## src/rtl/multi_start_timer_pkg.sv

```systemverilog
// ----------------------------------------------------------------------------
// multi_start_timer_pkg
//   Shared definitions for the multi-channel start timer:
//     - chan_state_t : per-channel IDLE/RUN state encoding
//     - WIDTH_MIN/MAX, CHANNELS_MIN/MAX : legal parameter ranges
// ----------------------------------------------------------------------------
package multi_start_timer_pkg;

    typedef enum logic {
        ST_IDLE = 1'b0,
        ST_RUN  = 1'b1
    } chan_state_t;

    localparam int unsigned WIDTH_MIN    = 1;
    localparam int unsigned WIDTH_MAX    = 32;
    localparam int unsigned CHANNELS_MIN = 1;
    localparam int unsigned CHANNELS_MAX = 16;

endpackage

```

## src/rtl/multi_start_timer_channel.sv

```systemverilog
// ----------------------------------------------------------------------------
// start_timer_channel
//   One independent timer channel. A Start latches the terminal value and the
//   reload mode and begins counting from 0 on CountEn ticks; reaching the
//   terminal value wraps to 0 with a one-cycle End pulse and either stops
//   (one-shot) or keeps running (auto-reload). Abort cancels silently.
//
// Ports
//   Clock        in   system clock, rising edge
//   Reset        in   asynchronous, active-high reset
//   i_count_en   in   shared count tick
//   i_start      in   start/restart request
//   i_abort      in   cancel request (highest priority)
//   i_reload     in   mode sampled at start: 0 one-shot, 1 auto-reload
//   i_length     in   terminal value sampled at start
//   o_count      out  current count
//   o_busy       out  channel in RUN
//   o_end        out  one-cycle terminal pulse
//   o_busy_next  out  value Busy takes on the coming edge
// ----------------------------------------------------------------------------
module start_timer_channel
    import multi_start_timer_pkg::*;
#(
    parameter int unsigned WIDTH = 4
)
(
    input  logic             Clock,
    input  logic             Reset,
    input  logic             i_count_en,
    input  logic             i_start,
    input  logic             i_abort,
    input  logic             i_reload,
    input  logic [WIDTH-1:0] i_length,
    output logic [WIDTH-1:0] o_count,
    output logic             o_busy,
    output logic             o_end,
    output logic             o_busy_next
);

    chan_state_t      r_state;
    chan_state_t      w_state_nxt;
    logic [WIDTH-1:0] r_count;
    logic [WIDTH-1:0] w_count_nxt;
    logic [WIDTH-1:0] r_term;
    logic [WIDTH-1:0] w_term_nxt;
    logic             r_mode;
    logic             w_mode_nxt;
    logic             r_end;
    logic             w_end_nxt;

    // State register (and the datapath registers that move with it)
    always_ff @(posedge Clock or posedge Reset) begin
        if (Reset) begin
            r_state <= ST_IDLE;
            r_count <= '0;
            r_term  <= '0;
            r_mode  <= 1'b0;
            r_end   <= 1'b0;
        end else begin
            r_state <= w_state_nxt;
            r_count <= w_count_nxt;
            r_term  <= w_term_nxt;
            r_mode  <= w_mode_nxt;
            r_end   <= w_end_nxt;
        end
    end

    // Next-state logic; priority Abort > Start > terminal > count
    always_comb begin
        w_state_nxt = r_state;
        w_count_nxt = r_count;
        w_term_nxt  = r_term;
        w_mode_nxt  = r_mode;
        w_end_nxt   = 1'b0;

        if (i_abort) begin
            w_state_nxt = ST_IDLE;
            w_count_nxt = '0;
        end else if (i_start) begin
            w_state_nxt = ST_RUN;
            w_count_nxt = '0;
            w_term_nxt  = i_length;
            w_mode_nxt  = i_reload;
        end else begin
            case (r_state)
                ST_RUN: begin
                    if (i_count_en) begin
                        if (r_count == r_term) begin
                            w_count_nxt = '0;
                            w_end_nxt   = 1'b1;
                            w_state_nxt = r_mode ? ST_RUN : ST_IDLE;
                        end else begin
                            w_count_nxt = r_count + WIDTH'(1);
                        end
                    end
                end
                default: begin
                    w_state_nxt = ST_IDLE;
                end
            endcase
        end
    end

    // Outputs
    always_comb begin
        o_count     = r_count;
        o_busy      = (r_state == ST_RUN);
        o_end       = r_end;
        // Exposed so the top can register AnyBusy on the same edge as Busy
        o_busy_next = (w_state_nxt == ST_RUN);
    end

endmodule

```

## src/rtl/multi_start_timer.sv

```systemverilog
// ----------------------------------------------------------------------------
// multi_start_timer
//   CHANNELS independent start timers sharing one count tick and one length
//   input, plus a registered OR of all busy flags.
//
// Ports
//   Clock    in   system clock, rising edge
//   Reset    in   asynchronous, active-high reset
//   CountEn  in   shared count tick
//   Start    in   [CHANNELS]        per-channel start/restart
//   Abort    in   [CHANNELS]        per-channel cancel
//   Reload   in   [CHANNELS]        per-channel mode (0 one-shot, 1 reload)
//   Length   in   [WIDTH]           shared terminal value
//   Count    out  [CHANNELS*WIDTH]  channel n on bits [n*WIDTH +: WIDTH]
//   Busy     out  [CHANNELS]        channel running
//   End      out  [CHANNELS]        one-cycle terminal pulse
//   AnyBusy  out  OR of Busy, registered alongside Busy
// ----------------------------------------------------------------------------
module multi_start_timer
    import multi_start_timer_pkg::*;
#(
    parameter int unsigned WIDTH    = 4,
    parameter int unsigned CHANNELS = 2
)
(
    input  logic                      Clock,
    input  logic                      Reset,
    input  logic                      CountEn,
    input  logic [CHANNELS-1:0]       Start,
    input  logic [CHANNELS-1:0]       Abort,
    input  logic [CHANNELS-1:0]       Reload,
    input  logic [WIDTH-1:0]          Length,
    output logic [CHANNELS*WIDTH-1:0] Count,
    output logic [CHANNELS-1:0]       Busy,
    output logic [CHANNELS-1:0]       End,
    output logic                      AnyBusy
);

    if (WIDTH < WIDTH_MIN || WIDTH > WIDTH_MAX) begin : g_bad_width
        $error("multi_start_timer: WIDTH out of range");
    end
    if (CHANNELS < CHANNELS_MIN || CHANNELS > CHANNELS_MAX) begin : g_bad_channels
        $error("multi_start_timer: CHANNELS out of range");
    end

    logic [CHANNELS-1:0] w_busy_next;
    logic                r_any_busy;

    for (genvar gi = 0; gi < CHANNELS; gi++) begin : g_chan
        start_timer_channel #(
            .WIDTH (WIDTH)
        ) u_chan (
            .Clock       (Clock),
            .Reset       (Reset),
            .i_count_en  (CountEn),
            .i_start     (Start[gi]),
            .i_abort     (Abort[gi]),
            .i_reload    (Reload[gi]),
            .i_length    (Length),
            .o_count     (Count[gi*WIDTH +: WIDTH]),
            .o_busy      (Busy[gi]),
            .o_end       (End[gi]),
            .o_busy_next (w_busy_next[gi])
        );
    end

    // Built from the channels' next Busy values so it lands on the same edge
    always_ff @(posedge Clock or posedge Reset) begin
        if (Reset) begin
            r_any_busy <= 1'b0;
        end else begin
            r_any_busy <= |w_busy_next;
        end
    end

    assign AnyBusy = r_any_busy;

endmodule

```

## config.mk

```make
export PLATFORM = sky130hd
export DESIGN_NAME = multi_start_timer
export DESIGN_NICKNAME = d
export VERILOG_FILES = /design/src/rtl/multi_start_timer_pkg.sv /design/src/rtl/multi_start_timer_channel.sv /design/src/rtl/multi_start_timer.sv
export SDC_FILE = /design/constraint.sdc
export NUM_CORES = 1
export LEC_CHECK = 0
export CORE_ASPECT_RATIO = 1.5
export CORE_MARGIN = 5
export CORE_UTILIZATION = 35
export CTS_BUF_LIST = sky130_fd_sc_hd__clkbuf_4 sky130_fd_sc_hd__clkbuf_8 sky130_fd_sc_hd__clkbuf_16
export CTS_CLUSTER_SIZE = 16
export DETAILED_ROUTE_END_ITERATION = 10
export GPL_TIMING_DRIVEN = 0
export PLACE_DENSITY_LB_ADDON = 0.15
export SYNTH_ARGS = -nofsm -noshare
export SYNTH_HDL_FRONTEND = slang
export SYNTH_HIERARCHICAL = 1
export SYNTH_SLANG_ARGS = --single-unit
```

## constraint.sdc

```tcl
create_clock -name Clock -period 3.9 [get_ports Clock]
set_input_delay 0.39 -clock Clock [delete_from_list [all_inputs] [get_ports Clock]]
set_output_delay 0.39 -clock Clock [all_outputs]
set_load 0.005 [all_outputs]
```

Yosys cells after proc, flatten, opt, wreduce, memory -nomap -nowiden

Cells that the tools add are included.

Flip-flop bits (word level): 23
Input port bits: 13

Add/subtract/negate cells: 2
Eq/ne operators: 2
Multiplexer cells: 32
Bitwise operators: 2
Reduce and logical (&&, ||, !) cells: 9

Operators with widths:

| cell                  | number |
|---|---|
| $mux W4               | 10 |
| $mux W1               | 22 |
| $reduce_bool A3 Y1    | 4 |
| $add A4 B1 Y4 const B | 2 |
| $eq A4 B4 Y1          | 2 |
| $reduce_and A2 Y1     | 4 |
| $not A1 Y1            | 2 |
| $reduce_or A2 Y1      | 1 |

Longest topological paths before layout

Gate-level depths: netlist of the first run.

Depth after elaboration: 7
Mapped depth: 4

By module

Netlist of the first run, hierarchy kept.

By module, submodules not included:

| module              | times used | cells an instance | area an instance (um^2) | sequential area each (um^2) |
|---|---|---|---|---|
| start_timer_channel | 2          | 43                | 534.3                   | 275.3 |
| multi_start_timer   | 1          | 3                 | 35.0                    | 25.0 |

Worst setup path after synthesis of the first run

No wires, ideal clock.

Path type: flip-flop to flip-flop
Start: register g_chan[1].u_chan.r_count[0]
End: register r_any_busy (netlist: AnyBusy)
Library setup time: 0.124 ns
Arrival time: 1.162 ns
Data required time: 3.776 ns
Slack: 2.614 ns
Stages on the path, launching flop included: 5
Buffers on the path: 0
Period minus slack after synthesis: 1.286 ns
Cells stage by stage: dfrtp_1 > xnor2_1 > and4_4 > a311oi_2 > or2_1

Word-level cells in the longest chain between the ends: 7

RTL lines:

| what                   | RTL line                        | source |
|---|---|---|
| from (decl)            | multi_start_timer_channel.sv:42 | `logic [WIDTH-1:0] r_count;` |
| from (signal assigned) | multi_start_timer_channel.sv:61 | `r_count <= w_count_nxt;` |
| $eq A4 B4 Y1           | multi_start_timer_channel.sv:88 | `if (r_count == r_term) begin` |
| $mux W1                | multi_start_timer_channel.sv:88 |  |
| $mux W1                | multi_start_timer_channel.sv:87 | `if (i_count_en) begin` |
| $mux W1                | multi_start_timer_channel.sv:85 | `case (r_state)` |
| $mux W1                | multi_start_timer_channel.sv:79 | `end else if (i_start) begin` |
| $mux W1                | multi_start_timer_channel.sv:76 | `if (i_abort) begin` |
| via w_busy_next[1]     | multi_start_timer.sv:46         | `logic [CHANNELS-1:0] w_busy_next;` |
| $reduce_or A2 Y1       | multi_start_timer.sv:72         | `r_any_busy <= \|w_busy_next;` |
| to (signal assigned)   | multi_start_timer.sv:72         |  |
| to (decl)              | multi_start_timer.sv:47         | `logic r_any_busy;` |

The timed path passes the listed nets, and every way through them passes these cells.
A chain may end at the register's enable or synchronous reset.

Worst setup path in the final report of the first run

Start: register g_chan[0].u_chan.r_count[0]
End: output Count[0]

RTL lines:

| what                   | RTL line                        | source |
|---|---|---|
| from (decl)            | multi_start_timer_channel.sv:42 |  |
| from (signal assigned) | multi_start_timer_channel.sv:61 |  |
| to (decl)              | multi_start_timer.sv:33         | `output logic [CHANNELS*WIDTH-1:0] Count,` |

No word-level cell between the ends.

==> results of run 1 <==
## flip-flops by register name, indices dropped and copies added (netlist names)
register / flops
g_chan.u_chan/o_count: 8
g_chan.u_chan/r_mode: 2
g_chan.u_chan/o_end: 2
AnyBusy: 1
g_chan.u_chan/o_busy: 2
g_chan.u_chan/r_term: 8
## routing by layer
layer | GRT usage (%) | routed length, um | vias up
li1 | - | - | 387
met1 | 12.0 | 947 | 403
met2 | 21.7 | 1260 | 21
met3 | 2.76 | 101 | 2
met4 | 4.99 | 15 | 0
met5 | 0 | 0 | -
## cell type report
class | count | area share (%)
Tap cell | 40 | 3.45
Sequential cell | 23 | 39.7
Multi-Input combinational cell | 61 | 35.1
Clock buffer | 3 | 2.85
Timing Repair Buffer | 25 | 17.3
Clock inverter | 1 | 0.345
Inverter | 5 | 1.29
## metrics by stage
step	area (um2)	hold slack, ns	power (uW)	worst slack [ns]
2_1_floorplan	1100	0.119	322	2.61
3_3_place_gp	1400	0.491	356	2.03
3_5_place_dp	1400	0.496	357	2.01
4_1_cts	1450	0.297	508	2.18
5_1_grt	1450	0.319	528	2.14
6_report	1450	0.300	499	2.20
## power breakdown
part	internal (uW)	total, uW	switching (uW)
Sequential	257	272	14.4
Combinational	45.8	79.8	34.0
Clock	71.3	147	76.2
Total	374	499	125
## worst register-to-register path, cell delays in order (launching register included)
cell and delay, ns:
sky130_fd_sc_hd__dfrtp_1 0.47, sky130_fd_sc_hd__xnor2_1 0.23, sky130_fd_sc_hd__and4_4 0.27, sky130_fd_sc_hd__a311oi_2 0.10, sky130_fd_sc_hd__or2_1 0.24
## cells in the final DEF, fill, tap and decap left out
master                            instances
sky130_fd_sc_hd__o21ai_0                  2
sky130_fd_sc_hd__ha_1                     2
sky130_fd_sc_hd__inv_1                    5
sky130_fd_sc_hd__nor2_1                   8
sky130_fd_sc_hd__xnor2_1                 10
sky130_fd_sc_hd__o31ai_2                  2
sky130_fd_sc_hd__and4_4                   2
sky130_fd_sc_hd__and2b_1                  2
sky130_fd_sc_hd__nand2_1                  2
sky130_fd_sc_hd__clkinv_2                 1
sky130_fd_sc_hd__nand4b_1                 2
sky130_fd_sc_hd__and3_1                   2
sky130_fd_sc_hd__or2_1                    1
sky130_fd_sc_hd__a32o_1                   6
sky130_fd_sc_hd__nand3_1                  4
sky130_fd_sc_hd__clkbuf_8                 3
sky130_fd_sc_hd__dfrtp_1                 23
sky130_fd_sc_hd__clkdlybuf4s50_1         25
sky130_fd_sc_hd__a311oi_2                 2
sky130_fd_sc_hd__mux2_2                  10
sky130_fd_sc_hd__nand4_1                  2
sky130_fd_sc_hd__a211oi_1                 2
## synth_stat cells, drive strengths merged
cell type	n
dfrtp	23
mux2	10
xnor2	10
nor2	8
a32o	6
inv	5
nand3	4
a211oi	2
a311oi	2
and2b	2
and3	2
and4	2
ha	2
nand2	2
nand4	2
nand4b	2
o21ai	2
o31ai	2
or2	1
## path summary, 6_finish.rpt
check | from | endpoint | slack [ns]
max in group asynchronous | Reset | g_chan[0].u_chan/o_count[1]$_DFFE_PP0P_ | 3.12
min reg2reg | g_chan[1].u_chan/r_mode$_DFFE_PP0P_ | g_chan[1].u_chan/r_mode$_DFFE_PP0P_ | 0.51
max | g_chan[0].u_chan/o_count[0]$_DFFE_PP0P_ | Count[0] | 2.20
min | Reset | AnyBusy$_DFF_PP0_ | 0.30
max reg2reg | g_chan[0].u_chan/o_count[0]$_DFFE_PP0P_ | AnyBusy$_DFF_PP0_ | 2.48
min in group Clock | g_chan[1].u_chan/r_mode$_DFFE_PP0P_ | g_chan[1].u_chan/r_mode$_DFFE_PP0P_ | 0.51
## cell families (layout without fill, tap and decap cells)
family / count (synthesis) / count (layout) / share of synthesized area [%]
muxes: 10 / 10 / 10.2
and+or+nand+nor: 25 / 25 / 13.0
adders and majority gates: 2 / 2 / 2.27
DFF: 23 / 23 / 52.2
AOI/OAI and AO/OA: 14 / 14 / 12.7
xor gates and xnor gates: 10 / 10 / 7.94
buffers and inverters: 5 / 34 / 1.70
==> flow_results.org, run 1 <==
** STA
- The worst path uses 43.6% of the clock period.
- Subtracting the final worst setup slack from the clock period gives between 1.5 and 2 ns.
- Setup violations remaining at the end of the flow were counted as 0.
- Headroom to the max-slew limit came out at 61.3%.
- Timing-limited maximum frequency :: 589 MHz
- Worst Clk Skew :: 0.00241 ns
- For the final routed database, the setup TNS stands at 0 ns.
- For the pin with the worst max-slew slack, the measured transition is 0.577 ns.
- Setup repair after global routing left no endpoint under its margin.
- The final count of hold timing violations came to 0.
- Max-slew violation count :: 0

** CTS
- Hold-fix buffers at CTS :: 0
- In this run the number of H-tree levels came out at 1.
- Clock tree from TritonCTS :: done
- TritonCTS created 3 clock buffers.
- Sink count of the clock tree :: 23
- The tree is rooted in a sky130_fd_sc_hd__clkbuf_8.
- No sink is reached through more buffers than the 2 on the longest clock path.
- The number of setup buffers added after CTS is 0.
- After clock tree synthesis, the repair step resized 0 gates.
- After clock tree synthesis, the clock-pin slew on the worst setup and hold paths is 0.08 ns.
- Skew-Pair Late Insertion Delay :: 0.26 ns

** Final layout
- Synth-to-Final Area Change :: 31.4%
- Proportion of layout cells with a drive suffix above 1 :: 16.9%
- The layout has 293 filler cells.
- The repair_antennas step left the layout with diodes totalling 0.
- Nets@finish :: 134
- The multi-input combinational cells in the finished layout cover a total of 509 um2.
- Area of all sequential standard cells :: 576 um2
- The finished layout holds 158 standard cells, fillers aside.
- Finished Core Util :: 46.8%

** Hold path
- The path class of the tightest hold or removal check is in2async.

** Worst setup path
- Number of cells on the critical path :: 1
- STA classifies the critical path startpoint as a flip-flop.
- The signal on the critical path passes through clkdlybuf4s50_1.
- Depth of the worst register-to-register path :: 4
- STA classifies the critical path endpoint as a primary output.
- CP max FO :: 6
- Family with the most delay on the worst path :: buffers and inverters
- The largest single stage delay on the critical path is about 0.56 ns.
- Required time reported for the critical path endpoint :: 3.51 ns
- CP bufs+invs :: 1
- For this design, the slowest cell found on the critical path is sky130_fd_sc_hd__clkdlybuf4s50_1.
- Setup Crit Path Kind :: reg2out
- STA puts the critical path data arrival time at approximately 1.3 ns.

** Global routing
- Total routing resource utilization after global routing :: ~12%
- The via count of the first global-routing pass is 854.
- Wire length of the first global-routing pass :: 3960 um
- Antenna violations before repair :: 0
- Entering global routing, the biggest net connects 14 pins.
- Residual overflow from global routing :: 0

** Route
- Number of design-rule violations left by the first detailed-router iteration :: 22
- Final routed wire length divided by cell count :: 14.7 um
- First-pass iteration count of the detailed router :: 4
- After detailed routing, the number of remaining DRC violations is 0.
- Remaining antenna violation count :: 0
- Wire length reported by the detailed router :: 2330 um
- Total via count after detailed routing :: 813
- Using the TritonRoute via totals, the vias-per-cell ratio works out to slightly above 5.

** Die
- In this run the count of I/O pins placed on the die edge is 26.
- From left edge to right edge, the die measures 55.8 um.
- Core footprint :: around 0.0031 mm2
- Initial Util :: a little over a third
- # rows :: 25
- Die footprint :: 0.00440 mm2
- Die boundary height :: just under 80 um

** Run status
- Result of the run :: complete, no violations

** Yosys
- Synthesis warning total :: 6
- The synthesized design spends more area on one cell type than any other, namely sky130_fd_sc_hd__dfrtp_1.
- In this run, synthesis produced a sequential element count of 23.
- Sequential cell area fraction in the yosys report :: between 50% and 60%
- Syn nets :: approximately 100
- Area contributors post-synth :: sky130_fd_sc_hd__dfrtp_1, sky130_fd_sc_hd__mux2_2, sky130_fd_sc_hd__xnor2_1, sky130_fd_sc_hd__a32o_1, sky130_fd_sc_hd__a311oi_2
- Gate count after technology mapping :: 89
- After synthesis, the largest area contributor takes up 52.2% of total cell area.
- The synthesized netlist occupies a cell area of 0.00110 mm2.
- Cell variety after synth :: 19
- Syn Area/Cell :: 12.4 um2

** Pwr
- In this run the static leakage power is 0.000589 uW.
- For this design the ratio of total power to cell area is between 300 and 400 mW/mm2.
- Largest voltage drop on the vdd net :: 0.186 mV

** Flow run
- Max-cap violations in this run came to 0.

** Place
- Post-detail-place hpwl :: between 1500 and 2000 um
- Once placement completed, the tool counted placed cells totaling 154.
- Routability-driven placement finished with a final weighted congestion of just over 0.7.
- Number of buffer cells added on primary ports :: 25
(Power assumes the default switching activity.)
==> inputs of run 2 (changes only) <==
Clock period 3.9 ns to 1.65 ns, I/O delays scaled along.
==> results of run 2 <==
Same layout as run 1 (identical final DEF). Status: complete, no violations.
Among the figures that moved: setup slack after placement 2.01 ns -> -0.0182 ns; setup slack after layout 2.20 ns -> 0.176 ns; hold slack 0.300 ns -> 0.0751 ns; register-to-register setup slack 2.48 ns -> 0.23 ns; total power 499 uW -> 1180 uW; worst IR drop on VDD 0.186 mV -> 0.439 mV
